--- src/rtl/serial_addr_pkg.sv ---
// serial_addr_pkg
//   Shared definitions for the bit-serial adder and later multi-cycle
//   arithmetic blocks:
//   - state_t: 2-bit IDLE/RUN/DONE encodings for the sequencing FSM
//   - width_ok(): legality check for the operand width (1..64)
//   - cnt_width(): bit-counter width, max(1, clog2(width))
//   - half_add(): 1-bit half adder, returns {carry, sum}
package serial_addr_pkg;

    typedef enum logic [1:0] {
        IDLE = 2'b00,
        RUN  = 2'b01,
        DONE = 2'b10
    } state_t;

    localparam int MIN_WIDTH = 1;
    localparam int MAX_WIDTH = 64;

    function automatic bit width_ok(input int w);
        return (w >= MIN_WIDTH) && (w <= MAX_WIDTH);
    endfunction

    function automatic int cnt_width(input int w);
        return (w > 1) ? $clog2(w) : 1;
    endfunction

    function automatic logic [1:0] half_add(input logic x, input logic y);
        return {x & y, x ^ y};
    endfunction

endpackage

--- src/rtl/serial_addr_if.sv ---
// serial_addr_if
//   Start/done handshake and operand/result bus of the bit-serial adder.
//   master: controller side, drives start/a/b/cin, observes the result.
//   slave : adder side, consumes the request, drives busy/done/sum/cout/overflow.
//   Signals:
//     start     request a new addition
//     a, b      operands (WIDTH bits), cin carry-in
//     busy      computation in progress
//     done      one-cycle pulse when sum/cout/overflow are updated
//     sum       result of the last completed addition
//     cout      unsigned carry-out, overflow signed overflow
interface serial_addr_if #(
    parameter int WIDTH = 8
);
    logic             start;
    logic [WIDTH-1:0] a;
    logic [WIDTH-1:0] b;
    logic             cin;
    logic             busy;
    logic             done;
    logic [WIDTH-1:0] sum;
    logic             cout;
    logic             overflow;

    modport master (
        output start, a, b, cin,
        input  busy, done, sum, cout, overflow
    );

    modport slave (
        input  start, a, b, cin,
        output busy, done, sum, cout, overflow
    );

endinterface

--- src/rtl/serial_addr_full_addr.sv ---
// serial_addr_full_addr
//   1-bit full adder built from two half adders and an OR of their carries.
//   Ports:
//     in1, in2  addend bits
//     cin       carry in
//     out       sum bit
//     cout      carry out
module serial_addr_full_addr
    import serial_addr_pkg::*;
(
    input  logic in1,
    input  logic in2,
    input  logic cin,
    output logic out,
    output logic cout
);

    logic [1:0] ha0;
    logic [1:0] ha1;

    assign ha0  = half_add(in1, in2);
    assign ha1  = half_add(ha0[0], cin);
    assign out  = ha1[0];
    // At most one of the two half-adder carries can be set.
    assign cout = ha0[1] | ha1[1];

endmodule

--- src/rtl/serial_addr.sv ---
// serial_addr
//   Bit-serial adder: {cout,sum} = a + b + cin, one bit per clock, LSB first,
//   using a single full adder and a carry flop. Start is accepted in IDLE or
//   DONE; RUN lasts WIDTH cycles; done pulses for one cycle afterwards.
//   Ports:
//     clk   system clock (rising edge)
//     rst   synchronous active-high reset
//     bus   serial_addr_if slave: start/a/b/cin in, busy/done/sum/cout/overflow out
module serial_addr
    import serial_addr_pkg::*;
#(
    parameter int WIDTH = 8
) (
    input logic          clk,
    input logic          rst,
    serial_addr_if.slave bus
);

    localparam int             CW   = cnt_width(WIDTH);
    localparam logic [CW-1:0]  TERM = CW'(WIDTH - 1);

    if (!width_ok(WIDTH)) begin : g_bad_width
        $error("serial_addr: WIDTH must lie in 1..64");
    end

    state_t           state;
    logic [WIDTH-1:0] opa;
    logic [WIDTH-1:0] opb;
    logic             carry;
    logic [CW-1:0]    cnt;
    logic             fa_sum;
    logic             fa_cout;
    logic [WIDTH-1:0] res_next;

    logic             busy_q;
    logic             done_q;
    logic [WIDTH-1:0] sum_q;
    logic             cout_q;
    logic             ovf_q;

    serial_addr_full_addr u_fa (
        .in1  (opa[0]),
        .in2  (opb[0]),
        .cin  (carry),
        .out  (fa_sum),
        .cout (fa_cout)
    );

    // The result shift register only needs the WIDTH-1 bits finished before
    // the last step; the final bit comes straight from the adder, so the full
    // word is formed combinationally and captured on the completing edge.
    if (WIDTH == 1) begin : g_res_w1
        assign res_next = fa_sum;
    end else begin : g_res_wn
        logic [WIDTH-2:0] res;

        assign res_next = {fa_sum, res};

        always_ff @(posedge clk) begin
            if (rst)
                res <= '0;
            else if (state == RUN)
                res <= res_next[WIDTH-1:1];
        end
    end

    always_ff @(posedge clk) begin
        if (rst) begin
            state  <= IDLE;
            opa    <= '0;
            opb    <= '0;
            carry  <= 1'b0;
            cnt    <= '0;
            busy_q <= 1'b0;
            done_q <= 1'b0;
            sum_q  <= '0;
            cout_q <= 1'b0;
            ovf_q  <= 1'b0;
        end else begin
            done_q <= 1'b0;
            unique case (state)
                IDLE, DONE: begin
                    if (bus.start) begin
                        opa    <= bus.a;
                        opb    <= bus.b;
                        carry  <= bus.cin;
                        cnt    <= '0;
                        busy_q <= 1'b1;
                        state  <= RUN;
                    end else begin
                        state  <= IDLE;
                    end
                end
                RUN: begin
                    opa   <= opa >> 1;
                    opb   <= opb >> 1;
                    carry <= fa_cout;
                    cnt   <= cnt + CW'(1);
                    if (cnt == TERM) begin
                        sum_q  <= res_next;
                        cout_q <= fa_cout;
                        // carry currently holds the carry into the MSB.
                        ovf_q  <= carry ^ fa_cout;
                        busy_q <= 1'b0;
                        done_q <= 1'b1;
                        state  <= DONE;
                    end
                end
                default: state <= IDLE;
            endcase
        end
    end

    assign bus.busy     = busy_q;
    assign bus.done     = done_q;
    assign bus.sum      = sum_q;
    assign bus.cout     = cout_q;
    assign bus.overflow = ovf_q;

endmodule
--- src/flat_wrapper.sv ---
// flat-port wrapper written by rule: the top's interface ports become plain ports
module serial_addr_flat import serial_addr_pkg::*;
#(
    parameter int WIDTH = 8
)
  (clk, rst, bus_start, bus_a, bus_b, bus_cin, bus_busy, bus_done, bus_sum, bus_cout, bus_overflow);
  serial_addr_if #(.WIDTH(WIDTH)) bus_i ();
  input logic clk;
  input logic rst;
  input wire logic [$bits(bus_i.start)-1:0] bus_start;
  input wire logic [$bits(bus_i.a)-1:0] bus_a;
  input wire logic [$bits(bus_i.b)-1:0] bus_b;
  input wire logic [$bits(bus_i.cin)-1:0] bus_cin;
  output wire logic [$bits(bus_i.busy)-1:0] bus_busy;
  output wire logic [$bits(bus_i.done)-1:0] bus_done;
  output wire logic [$bits(bus_i.sum)-1:0] bus_sum;
  output wire logic [$bits(bus_i.cout)-1:0] bus_cout;
  output wire logic [$bits(bus_i.overflow)-1:0] bus_overflow;
  assign bus_i.start = bus_start;
  assign bus_i.a = bus_a;
  assign bus_i.b = bus_b;
  assign bus_i.cin = bus_cin;
  assign bus_busy = bus_i.busy;
  assign bus_done = bus_i.done;
  assign bus_sum = bus_i.sum;
  assign bus_cout = bus_i.cout;
  assign bus_overflow = bus_i.overflow;
  serial_addr #(.WIDTH(WIDTH)) u_core (.clk(clk), .rst(rst), .bus(bus_i));
endmodule
--- config.mk ---
export PLATFORM = sky130hd
export DESIGN_NAME = serial_addr_flat
export DESIGN_NICKNAME = d
export VERILOG_FILES = /design/src/rtl/serial_addr_pkg.sv /design/src/rtl/serial_addr_if.sv /design/src/rtl/serial_addr_full_addr.sv /design/src/rtl/serial_addr.sv /design/src/flat_wrapper.sv
export SDC_FILE = /design/constraint.sdc
export NUM_CORES = 1
export LEC_CHECK = 0
export ABC_AREA = 1
export BUFFER_PORTS_ARGS = -buffer_cell sky130_fd_sc_hd__buf_2
export CAP_MARGIN = 20
export CELL_PAD_IN_SITES_DETAIL_PLACEMENT = 2
export CELL_PAD_IN_SITES_GLOBAL_PLACEMENT = 2
export CORE_MARGIN = 3
export CORE_UTILIZATION = 34
export CTS_CLUSTER_SIZE = 16
export DETAILED_ROUTE_END_ITERATION = 7
export PLACE_DENSITY_LB_ADDON = 0.1
export SKIP_LAST_GASP = 1
export SYNTH_ARGS = -nofsm -noshare
export SYNTH_HDL_FRONTEND = slang
export SYNTH_SLANG_ARGS = --single-unit
--- constraint.sdc ---
create_clock -name clk -period 1.91 [get_ports clk]
set_input_delay 0.2865 -clock clk [delete_from_list [all_inputs] [get_ports clk]]
set_output_delay 0.2865 -clock clk [all_outputs]
set_load 0.05 [all_outputs]
Yosys cells after proc, flatten, opt, wreduce, memory -nomap -nowiden
Index checks and enable logic that the tools add are counted.
- input port bits: 20
- word-level logic and storage cells: 46
- output and inout bits: 12
- register bits: 41
- muxes and demuxes: 15
- add/subtract/negate cells: 1
- reductions and logical operators: 7
- bitwise logic cells: 7
- equal/unequal tests: 5
- operators by type and width (kind ; number):
    $pmux W8 S2 ; 2
    $mux W8 ; 2
    $pmux W3 S2 ; 1
    $mux W1 ; 5
    $ne A2 B2 Y1 const B ; 2
    $pmux W1 S2 ; 2
    $pmux W2 S2 ; 1
    $reduce_and A2 Y1 ; 2
    $reduce_or A2 Y1 ; 2
    $add A3 B1 Y3 const B ; 1
    $eq A3 B3 Y1 const B ; 1
    $mux W3 ; 1
    $reduce_and A3 Y1 ; 1
    $xor A1 B1 Y1 ; 3
    $and A1 B1 Y1 ; 2
    $eq A2 B1 Y1 const B ; 1
    $eq A2 B2 Y1 const B ; 1
    $logic_not A2 Y1 ; 1
    $mux W2 ; 1
    $reduce_bool A2 Y1 ; 1
    $not A1 Y1 ; 1
    $or A1 B1 Y1 ; 1

Longest topological paths before layout
- depth in word-level cells: 4
- gate-level depth with buffers: 8
- gate-level depth less buffers: 7

Hierarchy
A second synthesis with hierarchy kept.
- cells, all modules: 228
- area, all modules: 1749.2 µm²
- modules (own cells, without submodules) (module ; cells each ; area an instance (µm²) ; seq. area each (µm²) ; instances):
    serial_addr ; 227 ; 1729.2 ; 820.8 ; 1
    serial_addr_full_addr ; 1 ; 20.0 ; 0.0 ; 1

Least setup slack after synthesis
Ideal clock, no wire load.
- path type: flip-flop to flip-flop
- from: reg u_core.cnt[0]
- to: reg u_core.sum_q[1] (netlist: u_core.bus.sum[1])
- required time: 1.782 ns
- slack: 0.678 ns
- clock period less this slack: 1.232 ns
- setup time: 0.128 ns
- arrival time: 1.105 ns
- stages on the path, launching flop included: 8
- path buffers: 0
- path through: dfxtp_1 ha_1 ha_1 inv_1 nor2_1 nand2_1 nand2_1 nor2_1
- longest elaborated chain between the ends: 2
- ends and longest elaborated chain (what ; line ; text):
    start: declaration ; serial_addr.sv:30 ; logic [CW-1:0] cnt;
    start signal: assignment ; serial_addr.sv:98 ; cnt <= cnt + CW'(1);
    $eq A3 B3 Y1 ; serial_addr.sv:99 ; if (cnt == TERM) begin
    $reduce_and A2 Y1 (no line) ; - ;
    end signal: assignment ; serial_addr.sv:100 ; sum_q <= res_next;
    end: declaration ; serial_addr.sv:37 ; logic [WIDTH-1:0] sum_q;
No other way between the ends.
A chain may end at the register's enable or synchronous reset.

Worst setup path in the final report
- from: reg u_core.state[1]
- to: reg u_core.sum_q[4] (netlist: u_core.bus.sum[4])
- longest elaborated chain between the ends: 2
- ends and longest elaborated chain (what ; line ; text):
    start: declaration ; serial_addr.sv:26 ; state_t state;
    start signal: assignment ; serial_addr.sv:69 ; state <= IDLE;
    start signal: assignment ; serial_addr.sv:89 ; state <= RUN;
    start signal: assignment ; serial_addr.sv:91 ; state <= IDLE;
    $eq A2 B1 Y1 ; serial_addr.sv:81 ; unique case (state)
    $reduce_and A2 Y1 (no line) ; - ;
No other way between the ends.

==> results.yml <==
critical_path:
  cp.arrival_ps: 1640
  cp_max_fo: 16
  setup.worst_path.end_class: "flop"
  crit_type: "reg -> reg"
  worstPathRequired_ps: 2100
  startpoint: "u_core.state[1]"
  worstSetupStartpointType: "flop"
  reg2reg_from: "u_core.state[1]"
place:
  gp_congestion: 0.709
  dpl.hpwl_um: 3700
  portBuffers: 31
  dp_slack_ps: 452
synthesis:
  syn-num-nets: 308
  synth_fa_ha_area_frac: 0.0280
  synth_area_mm2: 0.00206
  synth_top_family_by_area: "simple AND/OR/NAND/NOR gates"
  synth_edf_count: 0
  synth_area_leaders: "dfxtp_1 (40%), nand2_1 (11%), inv_1 (7.7%)"
  ys_ff_latch: 41
  avgSynthCellArea_um2: 7.24
  synthCells: 284
  synth_xor_area_frac: 0.00426
  yosysMostFrequentCell: "nand2_1"
  yosysWarnings: 0
  ys_seq_area_frac: 0.399
  synth_ff_type: "dfxtp_1"
  synth-compound-area-share: 0.0511
  synth_top_area_frac: 0.399
  ys_top_cells_by_count: "nand2_1 (58), inv_1 (42), dfxtp_1 (41)"
  synthArstFlopShare: 0
  synth_simple_gate_area_frac: 0.354
  synth_mux_area_frac: 0
  yosysTopAreaCell: "dfxtp_1"
  ys_types: 24
finish:
  nets: 335
  diodes: 0
  layout-drive-gt1-share: 0.205
  area_growth_pct: 13.3
pwr:
  peakVddDrop_uv: 374
  powerDensity_mw_per_mm2: 854
  leakage_nw: 1.16
  finalPower_mw: 1.99
clock_network:
  clockRootBuffer: "clkbuf_8"
  cts_setup_buffers: 0
  cts.repair.resized: 0
  htree_levels: 2
  ctsHoldBuffers: 0
  cts_tree: "built"
  clkLatencyLatePin_ps: 300
  cts_buffers: 5
  path_clk_slew_ps: 80
  cts.sinks: 41
  clockBufferDepth: 2
die:
  start_util: 0.362
  placementRows: 27
  pin_count: 32
  die_y_um: 83.8
  core_area_mm2: 0.00568
  dieWidth_um: 83.8
  die_area_mm2: 0.00701
sta:
  slew_viol_final: 0
  worstMarginPinSlew_ps: 467
  setup_viol: 0
  fin_crit_ps: 1450
  fin_skew_ps: 8.62
  max_freq_mhz: 691
  fin_crit_sh: 0.758
  worst_slack_ps: 462
  whs_ps: 217
  timing.slew.headroom: 0.688
  tns_ps: 0
  rsz0062_at_grt: "false"
  hold_violations: 0
global_route:
  grt_pass1_vias: 1903
  antenna_found_initial: 0
  grt_max_degree: 35
  gr-total-overflow: 0
  track_usage: 0.157
  grt_pass1_wl_um: 9090
route:
  viasPerCell: 4.63
  drc: 0
  route.final.wire_length_um: 5120
  drt_iter0_drc: 62
  vias: 1776
  post_drt_wl_per_cell_um: 13.3
  drtPass1Iterations: 4
  antenna_left: 0
job:
  drv_cap: 0
worst_hold_path:
  hold_class: "in -> reg"
  hold_path_startpoint: "bus_a[4]"
status:
  outcome: "finished, final reports clean"
[metrics by stage]
step	area, um^2	cells	util
2_1_floorplan	2060	284	-
3_3_place_gp	2210	376	0.390
3_5_place_dp	2210	376	0.390
4_1_cts	2330	384	0.410
5_1_grt	2330	384	0.410
6_report	2330	384	0.410
[worst paths after layout]
path / end / slack, ps / cells after the start
hold reg to reg: u_core.bus.busy / 470 / 2
hold / removal: u_core.opa[4] / 220 / 3
setup reg to reg: u_core.bus.sum[4] / 460 / 6
setup / recovery: u_core.bus.sum[4] / 460 / 6
[logic make-up after synthesis]
| kind of cell | count (synthesis) |
|---|---|
| flops | 41 |
| buf+inv | 67 |
| xor+xnor | 1 |
| simple gates | 150 |
| compound gates | 21 |
| fa+ha+maj | 4 |
[area by class of cell]
type,count,area (um^2)
clock inverters,1,30.0
clock buffers,7,86.3
well taps,72,90.1
fillers,714,3350
flip-flops and latches,41,821
repair buffers,36,205
multi-input cells,176,900
inverters,51,196
[routing by layer]
| layer | wire, um | GRT usage |
|---|---|---|
| met1 | 2490 | 0.205 |
| met2 | 2410 | 0.257 |
| met4 | 51 | 0.0351 |
| met5 | 0 | 0 |
| met3 | 175 | 0.0415 |
[registers in the layout, summed over array words and instances (netlist names)]
name,count
u_core.carry,1
u_core.bus.overflow,1
u_core.opa,8
u_core.bus.sum,8
u_core.cnt,3
u_core.bus.busy,1
u_core.bus.cout,1
u_core.state,2
u_core.opb,8
u_core.g_res_wn.res,7
u_core.bus.done,1
[layout by cell type, fill, tap and decap left out, drive strengths merged]
cell type and count:
dfxtp 41, xor2 1, nand3 31, a21oi 13, clkinv 6, clkbuf 7, nand3b 3, o21ai 8
nor2 34, nand2 65, nor3 17, bufinv 1, buf 36, fa 1, inv 45, ha 3
[report_power, final]
group	total, mW	internal, mW	switching [mW]	leakage [nW]
logic	0.315	0.116	0.198	0.768
clock network	0.733	0.426	0.306	0.0585
registers	0.942	0.911	0.0308	0.336
total	1.99	1.45	0.536	1.16
[critical path, stage by stage, from the launching register on]
cell and delay [ps]:
dfxtp_1 370, inv_2 260, nand2_4 200, nor2_1 300
nand2_1 90, nand2_1 80, nor2_1 40
No activity file was read; power rests on OpenSTA's default activity.
